==> config.mk <==
export PLATFORM = sky130hd
export DESIGN_NAME = masked_mul_scheduler
export DESIGN_NICKNAME = d
export VERILOG_FILES = /design/src/rtl/masked_mul_scheduler_pkg.sv /design/src/rtl/masked_mul_scheduler_hpc1_mul.sv /design/src/rtl/masked_mul_scheduler.sv
export SDC_FILE = /design/constraint.sdc
export NUM_CORES = 1
export LEC_CHECK = 0
export CAP_MARGIN = 10
export CORE_MARGIN = 2
export CORE_UTILIZATION = 56
export DETAILED_ROUTE_END_ITERATION = 16
export PLACE_DENSITY = 0.85
export SYNTH_ARGS = -nofsm -noshare
export SYNTH_HDL_FRONTEND = slang
export SYNTH_SLANG_ARGS = --single-unit
==> constraint.sdc <==
create_clock -name in_clock -period 3.55 [get_ports in_clock]
set_input_delay 0.355 -clock in_clock [delete_from_list [all_inputs] [get_ports in_clock]]
set_output_delay 0.355 -clock in_clock [all_outputs]
set_load 0.01 [all_outputs]
==> src/rtl/masked_mul_scheduler_pkg.sv <==
// Shared definitions for the masked multiplier scheduler.
// num_quad    : number of fresh random share-pairs a DOM-style product needs,
//               one per unordered pair of shares.
// pair_index  : position of the pair (lo, hi), lo < hi, inside that p vector.
package masked_mul_scheduler_pkg;

  function automatic int num_quad(input int num_shares);
    return (num_shares * (num_shares - 1)) / 2;
  endfunction

  function automatic int pair_index(input int lo, input int hi, input int num_shares);
    return (lo * num_shares) - ((lo * (lo + 1)) / 2) + (hi - lo - 1);
  endfunction

endpackage

==> src/rtl/masked_mul_scheduler_hpc1_mul.sv <==
// masked_hpc1_mul: two-cycle Boolean-masked AND/multiply of shared operands.
// Cycle t   : b and r are presented; b is refreshed with r and registered.
// Cycle t+1 : a and p are presented; all cross-domain partial products are
//             remasked with p and registered.
// Cycle t+2 : c is the XOR compression of the registered partial products.
// Ports: clk, rst (async active-high), a/b/c (NUM_SHARES x BIT_WIDTH),
//        r (NUM_SHARES x BIT_WIDTH), p (num_quad(NUM_SHARES) x BIT_WIDTH).
module masked_hpc1_mul
  import masked_mul_scheduler_pkg::*;
#(
  parameter int NUM_SHARES = 2,
  parameter int BIT_WIDTH  = 1
) (
  input  logic                                          clk,
  input  logic                                          rst,
  input  logic [NUM_SHARES*BIT_WIDTH-1:0]               a,
  input  logic [NUM_SHARES*BIT_WIDTH-1:0]               b,
  input  logic [NUM_SHARES*BIT_WIDTH-1:0]               r,
  input  logic [num_quad(NUM_SHARES)*BIT_WIDTH-1:0]     p,
  output logic [NUM_SHARES*BIT_WIDTH-1:0]               c
);

  localparam int SHARE_W = NUM_SHARES * BIT_WIDTH;

  logic [SHARE_W-1:0]   b_ref_s;
  logic [SHARE_W-1:0]   b_ref_r;
  logic [BIT_WIDTH-1:0] term_s [NUM_SHARES][NUM_SHARES];
  logic [BIT_WIDTH-1:0] term_r [NUM_SHARES][NUM_SHARES];
  logic [SHARE_W-1:0]   c_s;

  // Ring refresh of b: each r share lands in two neighbouring b shares, so the
  // unshared value of b is preserved.
  always_comb begin
    b_ref_s = {SHARE_W{1'b0}};
    for (int i = 0; i < NUM_SHARES; i++) begin
      b_ref_s[i*BIT_WIDTH +: BIT_WIDTH] = b[i*BIT_WIDTH +: BIT_WIDTH]
                                        ^ r[i*BIT_WIDTH +: BIT_WIDTH]
                                        ^ r[((i + 1) % NUM_SHARES)*BIT_WIDTH +: BIT_WIDTH];
    end
  end

  // Register the refreshed b so it meets a one cycle later.
  always_ff @(posedge clk or posedge rst) begin
    if (rst) begin
      b_ref_r <= {SHARE_W{1'b0}};
    end else begin
      b_ref_r <= b_ref_s;
    end
  end

  // Partial products; (i,j) and (j,i) share one p word so the mask cancels.
  always_comb begin
    for (int i = 0; i < NUM_SHARES; i++) begin
      for (int j = 0; j < NUM_SHARES; j++) begin
        if (i == j) begin
          term_s[i][j] = a[i*BIT_WIDTH +: BIT_WIDTH] & b_ref_r[j*BIT_WIDTH +: BIT_WIDTH];
        end else if (i < j) begin
          term_s[i][j] = (a[i*BIT_WIDTH +: BIT_WIDTH] & b_ref_r[j*BIT_WIDTH +: BIT_WIDTH])
                       ^ p[pair_index(i, j, NUM_SHARES)*BIT_WIDTH +: BIT_WIDTH];
        end else begin
          term_s[i][j] = (a[i*BIT_WIDTH +: BIT_WIDTH] & b_ref_r[j*BIT_WIDTH +: BIT_WIDTH])
                       ^ p[pair_index(j, i, NUM_SHARES)*BIT_WIDTH +: BIT_WIDTH];
        end
      end
    end
  end

  // Register every partial product before compression to stop glitch leakage.
  always_ff @(posedge clk or posedge rst) begin
    if (rst) begin
      for (int i = 0; i < NUM_SHARES; i++) begin
        for (int j = 0; j < NUM_SHARES; j++) begin
          term_r[i][j] <= {BIT_WIDTH{1'b0}};
        end
      end
    end else begin
      term_r <= term_s;
    end
  end

  // Compress each output share's row of registered partial products.
  always_comb begin
    c_s = {SHARE_W{1'b0}};
    for (int i = 0; i < NUM_SHARES; i++) begin
      for (int j = 0; j < NUM_SHARES; j++) begin
        c_s[i*BIT_WIDTH +: BIT_WIDTH] = c_s[i*BIT_WIDTH +: BIT_WIDTH] ^ term_r[i][j];
      end
    end
  end

  assign c = c_s;

endmodule

==> src/rtl/masked_mul_scheduler.sv <==
// masked_mul_scheduler: issues shared operand pairs with fresh randomness into
// one masked_hpc1_mul and buffers the products in an in-order result FIFO.
// Ports: in_clock/in_reset (async active-high); in_a/in_b/in_valid/in_ready
// operand handshake; rnd_data/rnd_valid/rnd_ready randomness handshake (low
// NUM_SHARES*BIT_WIDTH bits = r, rest = p); out_c/out_valid/out_ready result
// handshake; busy while anything is in flight or buffered.
module masked_mul_scheduler
  import masked_mul_scheduler_pkg::*;
#(
  parameter int NUM_SHARES = 2,
  parameter int BIT_WIDTH  = 1,
  parameter int FIFO_DEPTH = 4
) (
  input  logic                                                   in_clock,
  input  logic                                                   in_reset,
  input  logic [NUM_SHARES*BIT_WIDTH-1:0]                        in_a,
  input  logic [NUM_SHARES*BIT_WIDTH-1:0]                        in_b,
  input  logic                                                   in_valid,
  output logic                                                   in_ready,
  input  logic [(NUM_SHARES+num_quad(NUM_SHARES))*BIT_WIDTH-1:0] rnd_data,
  input  logic                                                   rnd_valid,
  output logic                                                   rnd_ready,
  output logic [NUM_SHARES*BIT_WIDTH-1:0]                        out_c,
  output logic                                                   out_valid,
  input  logic                                                   out_ready,
  output logic                                                   busy
);

  localparam int SHARE_W = NUM_SHARES * BIT_WIDTH;
  localparam int P_W     = num_quad(NUM_SHARES) * BIT_WIDTH;
  localparam int CNT_W   = $clog2(FIFO_DEPTH + 1);
  localparam int PTR_W   = (FIFO_DEPTH > 1) ? $clog2(FIFO_DEPTH) : 1;

  logic               v1_r;
  logic               v2_r;
  logic [SHARE_W-1:0] a_hold_r;
  logic [P_W-1:0]     p_hold_r;
  logic [CNT_W-1:0]   count_r;
  logic [PTR_W-1:0]   wr_ptr_r;
  logic [PTR_W-1:0]   rd_ptr_r;
  logic [SHARE_W-1:0] fifo_mem_r [FIFO_DEPTH];

  logic [CNT_W:0]     occupancy_s;
  logic               space_s;
  logic               issue_s;
  logic               push_s;
  logic               pop_s;
  logic [SHARE_W-1:0] mul_a_s;
  logic [SHARE_W-1:0] mul_b_s;
  logic [SHARE_W-1:0] mul_r_s;
  logic [P_W-1:0]     mul_p_s;
  logic [SHARE_W-1:0] mul_c_s;

  function automatic logic [PTR_W-1:0] ptr_next(input logic [PTR_W-1:0] ptr);
    if (ptr == PTR_W'(FIFO_DEPTH - 1)) begin
      return {PTR_W{1'b0}};
    end else begin
      return ptr + PTR_W'(1);
    end
  endfunction

  // Capacity is reserved for in-flight operations, so the FIFO cannot overflow.
  assign occupancy_s = {{CNT_W{1'b0}}, v1_r} + {{CNT_W{1'b0}}, v2_r} + {1'b0, count_r};
  assign space_s     = (occupancy_s < (CNT_W + 1)'(FIFO_DEPTH));
  assign in_ready    = rnd_valid && space_s;
  assign rnd_ready   = in_valid && space_s;
  assign issue_s     = in_valid && in_ready;
  assign push_s      = v2_r;
  assign out_valid   = (count_r != {CNT_W{1'b0}});
  assign pop_s       = out_valid && out_ready;
  assign busy        = v1_r || v2_r || out_valid;
  assign out_c       = out_valid ? fifo_mem_r[rd_ptr_r] : {SHARE_W{1'b0}};

  // Multiplier inputs are zeroed whenever their pipeline slot is empty.
  assign mul_b_s = issue_s ? in_b : {SHARE_W{1'b0}};
  assign mul_r_s = issue_s ? rnd_data[SHARE_W-1:0] : {SHARE_W{1'b0}};
  assign mul_a_s = v1_r ? a_hold_r : {SHARE_W{1'b0}};
  assign mul_p_s = v1_r ? p_hold_r : {P_W{1'b0}};

  // S1 holding register and valid pipeline tracking the multiplier latency.
  always_ff @(posedge in_clock or posedge in_reset) begin
    if (in_reset) begin
      v1_r     <= 1'b0;
      v2_r     <= 1'b0;
      a_hold_r <= {SHARE_W{1'b0}};
      p_hold_r <= {P_W{1'b0}};
    end else begin
      v1_r     <= issue_s;
      v2_r     <= v1_r;
      a_hold_r <= issue_s ? in_a : {SHARE_W{1'b0}};
      p_hold_r <= issue_s ? rnd_data[SHARE_W +: P_W] : {P_W{1'b0}};
    end
  end

  // FIFO occupancy and pointers.
  always_ff @(posedge in_clock or posedge in_reset) begin
    if (in_reset) begin
      count_r  <= {CNT_W{1'b0}};
      wr_ptr_r <= {PTR_W{1'b0}};
      rd_ptr_r <= {PTR_W{1'b0}};
    end else begin
      case ({push_s, pop_s})
        2'b10:   count_r <= count_r + CNT_W'(1);
        2'b01:   count_r <= count_r - CNT_W'(1);
        default: count_r <= count_r;
      endcase
      wr_ptr_r <= push_s ? ptr_next(wr_ptr_r) : wr_ptr_r;
      rd_ptr_r <= pop_s ? ptr_next(rd_ptr_r) : rd_ptr_r;
    end
  end

  // FIFO storage; stale contents are masked by out_valid, so no reset needed.
  always_ff @(posedge in_clock) begin
    if (push_s) begin
      fifo_mem_r[wr_ptr_r] <= mul_c_s;
    end
  end

  masked_hpc1_mul #(
    .NUM_SHARES (NUM_SHARES),
    .BIT_WIDTH  (BIT_WIDTH)
  ) u_mul (
    .clk (in_clock),
    .rst (in_reset),
    .a   (mul_a_s),
    .b   (mul_b_s),
    .r   (mul_r_s),
    .p   (mul_p_s),
    .c   (mul_c_s)
  );

endmodule

### After elaboration in Yosys (flattened, before gate mapping)

Memories as Yosys holds them, arrays and structs flattened.
Index checks and enable logic that the tools add are counted.

* memories: 1
* bits in writable memories: 8
* bits in registers: 18

Memory list
* fifo_mem_r: depth 4, bits a word 2, read ports 1, clocked after Yosys merged registers in 0, write ports 1, RTL line masked_mul_scheduler.sv:41 `logic [SHARE_W-1:0] fifo_mem_r [FIFO_DEPTH];`

* muxes and demuxes: 12
* equality and inequality tests: 4
* magnitude comparators: 1
* $add $sub $neg: 6
* reduce and logical (&&, ||, !) cells: 8
* bitwise gates (word level): 12

Operators with widths (number)
* $mux 2: 7
* $xor 1x1->1: 8
* $eq 2x2->1 const B: 3
* $pmux 3 s2: 1
* $add 2x1->2 const B: 2
* $add 2x3->4: 1
* $and 1x1->1: 4
* $logic_and 1x1->1: 4
* $lt 4x3->1 const B: 1
* $mux 1: 4
* $add 3x1->3 const B: 1
* $reduce_bool 3->1: 1
* $sub 3x1->3 const B: 1
* $add 1x1->2: 1
* $eq 2x1->1 const B: 1
* $logic_or 1x1->1: 2
* $reduce_bool 2->1: 1

### Logic depth before layout (Yosys ltp)

Gate-level depths: netlist (run 1).

* word-level depth: 8
* depth in mapped cells: 9
* gate-level depth less buffers: 9

### Hierarchy

From an unflattened synthesis (run 1), not the netlist that was laid out.

* cells, all modules: 94
* area total of the unflattened synthesis: 1236.2 µm²

Modules (own cells, without submodules)
* masked_mul_scheduler: cells each 76, area each 993.5 µm², times used 1, seq. area each 540.5 µm²
* masked_hpc1_mul: cells each 18, area each 242.7 µm², times used 1, seq. area each 150.1 µm²

### Least setup slack after synthesis (run 1)

OpenSTA, ideal clock, no wires.

* kind: register -> register
* start: register count_r[1]
* end: register count_r[2]
* library setup time: 127 ps
* stages on the path, launching flop included: 10
* period minus slack after synthesis: 1841 ps
* path slack: 1709 ps
* arrival: 1713 ps
* path through: dfrtp_1 or3_4 nand2_2 inv_1 ha_1 inv_1 fa_1 xor2_1 nor2_1 xor2_1

* cells in the longest elaborated chain, start to end: 4
* elaborated cells between the ends (all ways): 8

Ends and longest elaborated chain
* start: declaration: RTL line masked_mul_scheduler.sv:38 `logic [CNT_W-1:0] count_r;`
* start signal: assignment: RTL line masked_mul_scheduler.sv:98 `count_r <= {CNT_W{1'b0}};`
* start signal: assignment: RTL line masked_mul_scheduler.sv:103 `2'b10: count_r <= count_r + CNT_W'(1);`
* start signal: assignment: RTL line masked_mul_scheduler.sv:104 `2'b01: count_r <= count_r - CNT_W'(1);`
* $reduce_bool 3->1 (*): RTL line masked_mul_scheduler.sv:69 `assign out_valid = (count_r != {CNT_W{1'b0}});`
* net out_valid: RTL line masked_mul_scheduler.sv:24 `output logic out_valid,`
* $logic_and 1x1->1 (*): RTL line masked_mul_scheduler.sv:70 `assign pop_s = out_valid && out_ready;`
* $eq 2x1->1 / $eq 2x2->1 (equally long branches): RTL line masked_mul_scheduler.sv:102 `case ({push_s, pop_s})`
* $pmux 3 s2 / $reduce_bool 2->1 (equally long branches)

Mark *: on every way through the listed nets, which the timed path passes. The rest lies on a longest branch.
A chain may end at the register's enable or synchronous reset.

### Worst setup path after layout (run 1)

* start: register v1_r
* end: output port in_ready

* cells in the longest elaborated chain, start to end: 4

Ends and longest elaborated chain
* start: declaration: RTL line masked_mul_scheduler.sv:34 `logic v1_r;`
* start signal: assignment: RTL line masked_mul_scheduler.sv:88 `v1_r <= issue_s;`
* $add 1x1->2: RTL line masked_mul_scheduler.sv:63 `assign occupancy_s = {{CNT_W{1'b0}}, v1_r} + {{CNT_W{1'b0}}, v2_r} + {1'b0, count_r};`
* $add 2x3->4: RTL line masked_mul_scheduler.sv:63
* $lt 4x3->1: RTL line masked_mul_scheduler.sv:64 `assign space_s = (occupancy_s < (CNT_W + 1)'(FIFO_DEPTH));`
* $logic_and 1x1->1: RTL line masked_mul_scheduler.sv:65 `assign in_ready = rnd_valid && space_s;`
* end: declaration: RTL line masked_mul_scheduler.sv:19 `output logic in_ready,`

No other way between the ends.

==> results of run 1 <==
## registers in the layout, indices dropped and copies added, names as in the netlist, 2 cells and up
name / flops
u_mul.b_ref_r: 2
a_hold_r: 2
rd_ptr_r: 2
fifo_mem_r: 8
count_r: 3
u_mul.term_r: 4
wr_ptr_r: 2
## worst reg2reg max path, cell delays in order, from the launching register on
cell and delay, ns:
dfrtp_1 0.47, or3_4 0.45, nand2_2 0.11, inv_1 0.05
ha_1 0.20, inv_1 0.08, fa_1 0.19, xor2_1 0.18
nor2_1 0.08, xor2_1 0.14
## power breakdown
group | switching [mW] | leakage [nW] | internal, mW | total (mW)
Combinational | 0.144 | 0.326 | 0.190 | 0.334
Sequential | 0.0680 | 0.312 | 0.366 | 0.434
Clock | 0.0775 | 0.0154 | 0.0409 | 0.118
## cells in the final DEF (no fill, tap or decap)
cell	Yosys	routed
a211oi_4	1	1
a21o_1	1	1
a21oi_1	1	1
and2_1	15	15
and3_1	2	2
clkbuf_4	0	3
clkdlybuf4s50_1	0	17
clkinv_1	0	1
dfrtp_1	18	18
edfxtp_1	8	8
fa_1	1	1
ha_1	7	7
inv_1	8	8
mux2_2	2	2
mux2i_1	1	1
mux4_2	2	2
nand2_1	4	4
nand2_2	1	1
nor2_1	2	2
o21ai_0	2	2
or3_1	2	2
or3_4	1	1
xnor2_1	3	3
xor2_1	7	7
## cell type report
type                       count  area, um2  area share (%)
sequential                    26        691            48.5
clock inverter                 1       3.75           0.263
clock buffer                   3       22.5            1.58
timing repair buffer          17        170            11.9
multi-input combinational     55        474            33.3
inverter                       8       30.0            2.11
tap                           27       33.8            2.37
## how the worst max path moves through the flow
stage / start / cells past startpoint / to
6_report: v1_r / 5 / in_ready
2_1_floorplan: count_r[1] / 9 / count_r[2]
3_5_place_dp: v1_r / 5 / in_ready
3_3_place_gp: v1_r / 5 / in_ready
4_1_cts: v1_r / 5 / in_ready
5_1_grt: v1_r / 5 / in_ready
## routing by layer
metal / track usage [%] / vias up / part of all wire, %
met5: 0 / - / 0
met4: 4.95 / 0 / 0.87
met3: 2.98 / 2 / 2.9
met2: 33.1 / 13 / 59
met1: 17.2 / 351 / 37
li1: - / 337 / -
## per-stage QoR
| step | worst slack [ns] | util (%) |
|---|---|---|
| after global routing | 1.00 | 71.9 |
| final | 1.09 | 71.9 |
| after floorplan | 1.71 | - |
| after detailed placement | 1.40 | 70.6 |
| after CTS | 1.06 | 71.9 |
| after global placement | 1.47 | 70.6 |
## logic make-up after synthesis
| kind of cell | synth area share, % |
|---|---|
| xor+xnor | 7.30 |
| fa+ha+maj | 8.97 |
| compound gates | 3.55 |
| flops | 57.6 |
| buf+inv | 2.92 |
| mux | 6.46 |
| simple gates | 13.2 |
==> results by group, run 1 <==
Critical path
  • Slowest CP cell: clkdlybuf4s50_1
  • Setup CP Type: flip-flop to primary output
  • FF-to-FF Start: count_r[1]
  • Slowest stage delay, CP: 0.54 ns
  • Crit path max fanout: 7
  • Worst reg2reg endpoint: count_r[2]
  • Setup crit end kind: primary output
  • Worst EP required: 3.19 ns
  • Worst path top cell family by delay: buffers and inverters
  • CP Cell Sequence: ha_1 > a21o_1 > a21oi_1 > and2_1 > clkdlybuf4s50_1
  • CP Launch Type: flip-flop
  • Worst reg2reg path depth: 9
  • CP arrival: 2.10 ns
  • Worst Path Buf+Inv: 1
  • Reg-to-reg slack, setup: 1.51 ns

Synth
  • Cell variety after synth: 22
  • Most frequent cells after synthesis: dfrtp_1, and2_1, edfxtp_1, inv_1
  • Dominant synthesized flop cell: dfrtp_1
  • Yosys top cell by area: dfrtp_1
  • Synth top area cells: dfrtp_1, edfxtp_1, and2_1, ha_1, xor2_1
  • Sequential fraction of the synthesis area: 57.6%
  • Post-synth top area share: 37.5%
  • Avg Cell Area, Syn: 13.3 um2
  • Yosys warning total: 0
  • Post-synth EDFFs: 8
  • Asr flop ratio synth: 69.2%
  • Yosys reg bits: 26
  • Post-Synthesis Cells: 90
  • Most common cell in the synthesized netlist: dfrtp_1
  • Mapped Nets: 110
  • Mapped Area: 1200 um2

STA
  • Final period util: 69.3%
  • Worst slew margin: 56.8%
  • RSZ-0062 raised after global routing: no
  • Setup TNS: 0 ns
  • Worst Max-Slew Pin Slew: 0.647 ns
  • FMAX: 407 MHz
  • Hold_ws: 0.421 ns
  • Slew Limit Fails: 0
  • Final Hold Vio Count: 0
  • Fin crit period: 2.46 ns
  • Fin Clk Skew: 0.00640 ns
  • Finish-stage setup viols: 0

Power
  • Pwr Density: 622 nW/um2
  • Leakage: 0.653 nW
  • Pwr Total: 0.887 mW
  • VDD IR-drop max: 0.358 mV

Floorplan
  • # IOs: 18
  • Num rows: 16
  • Starting Density: 60.5%
  • Die width: 50.3 um
  • Core area: 1980 um2
  • Die area: 2530 um2
  • Die Span Y: 50.3 um

Routing
  • Final ANT Viol Nets: 0
  • WL/cell: 12.5 um
  • DR DRC count: 0
  • WL final: 1.72 mm
  • First-pass DRT Iterations: 4
  • DR vias: 703
  • 1st-iter DRT viols: 6
  • DR vias/cell: 5.13

Min path
  • Worst hold path class: input pin to asynchronous set/reset pin

Finish
  • Design Area, Final: 1430 um2
  • Layout cells sized above 1: 9.09%
  • Filler cell count: 134
  • Layout area overhead: 18.8%
  • Antenna fix cells: 0
  • Post-Layout Cell Count: 137
  • Final Net Count: 131

Clock tree
  • # Post-CTS Setup Buffers: 0
  • CTS tree: built
  • CTS Hold Buffers Added: 0
  • Cts bufs inserted: 3
  • CTS Sinks: 26
  • Post-cts resize count: 0
  • Longest Clk Path Bufs: 2
  • Clock slew at reported path FFs: 0.13 ns
  • Clock Root Buffer: clkbuf_4
  • Worst skew pair latency: 0.30 ns
  • Htree depth: 1

Run status
  • Status: complete, no violations

GRT
  • Total global routing overflow: 0
  • Initial antenna violation count: 0
  • Pin count of the biggest net entering global routing: 19
  • Vias in the first global route: 777
  • First-pass GRT wire length: 3.11 mm
  • Total track usage: 16.6%

Placement
  • Placed cells: 133
  • DP Area: 1400 um2
  • Port buffer count: 17
  • Gp weighted congestion: 0.749
  • Post-DP HPWL: 1.47 mm

Job
  • Max-Cap Viols: 0
No activity file was read; power rests on OpenSTA's default activity.
==> run 2, diff against run 1 <==
- CORE_UTILIZATION: 56 -> 52
- PLACE_DENSITY: 0.85 -> 0.8
- clock period: 3.55 -> 2.3 ns (I/O delays scaled with it)
==> run 2 against run 1 <==
  * Core utilization fell by 6.0 points
  * Combinational power rose by 58%
  * Sequential power rose by 53%
  * Cell area rose by 1.3%
  * Hold slack got worse by 0.15 ns
  * Clock power rose by 63%
  * Highest routed layer unchanged
==> results by group, run 2 (synthesis gave the netlist of run 1 again) <==
Clock tree
  • Worst skew pair latency: 0.32 ns
  • CTS Sinks: 26
  • Clock Root Buffer: clkbuf_4
  • CTS tree: built
  • Longest Clk Path Bufs: 2
  • CTS Hold Buffers Added: 0
  • Htree depth: 1
  • Cts bufs inserted: 3
  • Clock slew at reported path FFs: 0.13 ns

Floorplan
  • Die Span Y: 52.0 um
  • Starting Density: 54.8%
  • Die width: 52.0 um
  • # IOs: 18
  • Core area: 2190 um2
  • Num rows: 17
  • Die area: 2710 um2

Routing
  • DR DRC count: 0
  • 1st-iter DRT viols: 3
  • WL/cell: 12.9 um
  • DR vias: 706
  • WL final: 1.81 mm
  • First-pass DRT Iterations: 4
  • DR vias/cell: 5.04
  • Final ANT Viol Nets: 0

Finish
  • Most common cell after layout, fill and taps aside: dfrtp_1
  • Most frequent cells in the layout: dfrtp_1, and2_1, clkdlybuf4s50_1
  • Largest register FFs: 8
  • Final Net Count: 133
  • Antenna fix cells: 0
  • Largest register by flop count: fifo_mem_r
  • Biggest regs: fifo_mem_r (8), u_mul.term_r (4), count_r (3)
  • Layout area overhead: 20.3%
  • Layout cells sized above 1: 12.5%

STA
  • Worst Max-Slew Pin Slew: 0.648 ns
  • Worst slew margin: 56.8%
  • Final Hold Vio Count: 0
  • Fin Clk Skew: 0.00850 ns
  • Hold_ws: 0.275 ns
  • FMAX: 446 MHz
  • Finish-stage setup viols: 0
  • Setup TNS: 0 ns
  • RSZ-0062 raised after global routing: no
  • Slew Limit Fails: 0
  • Fin crit period: 2.24 ns
  • Final period util: 97.5%

Critical path
  • CP Launch Type: flip-flop
  • Crit path max fanout: 5
  • Setup CP Type: flip-flop to primary output
  • CP arrival: 2.01 ns
  • Setup crit end kind: primary output
  • Worst path top cell family by delay: simple AND/OR/NAND/NOR gates
  • Worst Path Buf+Inv: 1
  • Slowest stage delay, CP: 0.49 ns
  • Worst EP required: 2.07 ns
  • CP Cell Sequence: or3_4 > or3_1 > clkdlybuf4s50_1
  • Slowest CP cell: clkdlybuf4s50_1

GRT
  • First-pass GRT wire length: 3.11 mm
  • Pin count of the biggest net entering global routing: 19
  • Total track usage: 16.6%
  • Vias in the first global route: 745
  • Initial antenna violation count: 0
  • Total global routing overflow: 0

Job
  • Max-Cap Viols: 0

Power
  • Pwr Density: 960 nW/um2
  • VDD IR-drop max: 0.720 mV
  • Leakage: 0.669 nW

Min path
  • Worst hold path class: input pin to asynchronous set/reset pin

Placement
  • Port buffer count: 17
  • Gp weighted congestion: 0.664
  • Post-DP HPWL: 1.44 mm

Run status
  • Status: complete, no violations
[run 2: timing repair]
action / in CTS / in global routing
setup buffers: 1 / 1
resized for setup: 4 / 0
endpoints found under the setup margin: 3 / 1
pin swaps: 0 / 0
[run 2: final timing paths]
kind,startpoint,cells after the start,end,slack (ns)
setup / recovery,count_r[1],3,busy,0.06
hold / removal,in_reset,2,a_hold_r[0],0.27
setup reg to reg,count_r[1],9,count_r[2],0.33
hold reg to reg,u_mul.b_ref_r[1],1,u_mul.term_r[0],0.52
max in group asynchronous,in_reset,2,count_r[1],1.57
min in group in_clock,in_a[1],2,a_hold_r[1],0.44
[run 2: cell type report]
| type | count | area, um2 |
|---|---|---|
| Fill cell | 173 | 747 |
| Sequential cell | 26 | 692 |
| Multi-Input combinational cell | 55 | 478 |
| Timing Repair Buffer | 19 | 183 |
| Tap cell | 28 | 35.0 |
| Inverter | 8 | 30.0 |
| Clock buffer | 3 | 22.5 |
| Clock inverter | 1 | 3.75 |
[run 2: per-stage QoR]
| step | utilization (%) | std cells | setup WS (ns) | cell area (um2) | total power, mW |
|---|---|---|---|---|---|
| floorplan | - | 90 | 0.459 | 1200 | 0.996 |
| global placement | 63.9 | 134 | 0.342 | 1400 | 1.16 |
| detailed placement | 63.9 | 134 | 0.272 | 1400 | 1.19 |
| CTS | 65.6 | 139 | 0.00391 | 1440 | 1.39 |
| global route | 65.9 | 140 | 0.00576 | 1440 | 1.50 |
| finish | 65.9 | 140 | 0.0586 | 1440 | 1.39 |
[run 2: worst register-to-register path, stage by stage (launching register included)]
cell     delay, ns
dfrtp_2       0.45
or3_4         0.43
nand2_2       0.11
inv_1         0.05
ha_1          0.20
inv_1         0.08
fa_1          0.17
xor2_1        0.16
nor2_1        0.08
xor2_1        0.14
[run 2: routing by layer]
layer | share of wire (%) | GRT usage [%] | vias up
li1 | - | - | 339
met1 | 38 | 17.1 | 342
met2 | 57 | 31.2 | 20
met3 | 3.3 | 2.59 | 5
met4 | 2.3 | 9.21 | 0
met5 | 0 | 0 | -
[run 2: where the power goes]
| group | switching (mW) | internal, mW | total [mW] |
|---|---|---|---|
| Clock | 0.128 | 0.0636 | 0.192 |
| Combinational | 0.232 | 0.297 | 0.529 |
| Sequential | 0.0979 | 0.567 | 0.665 |
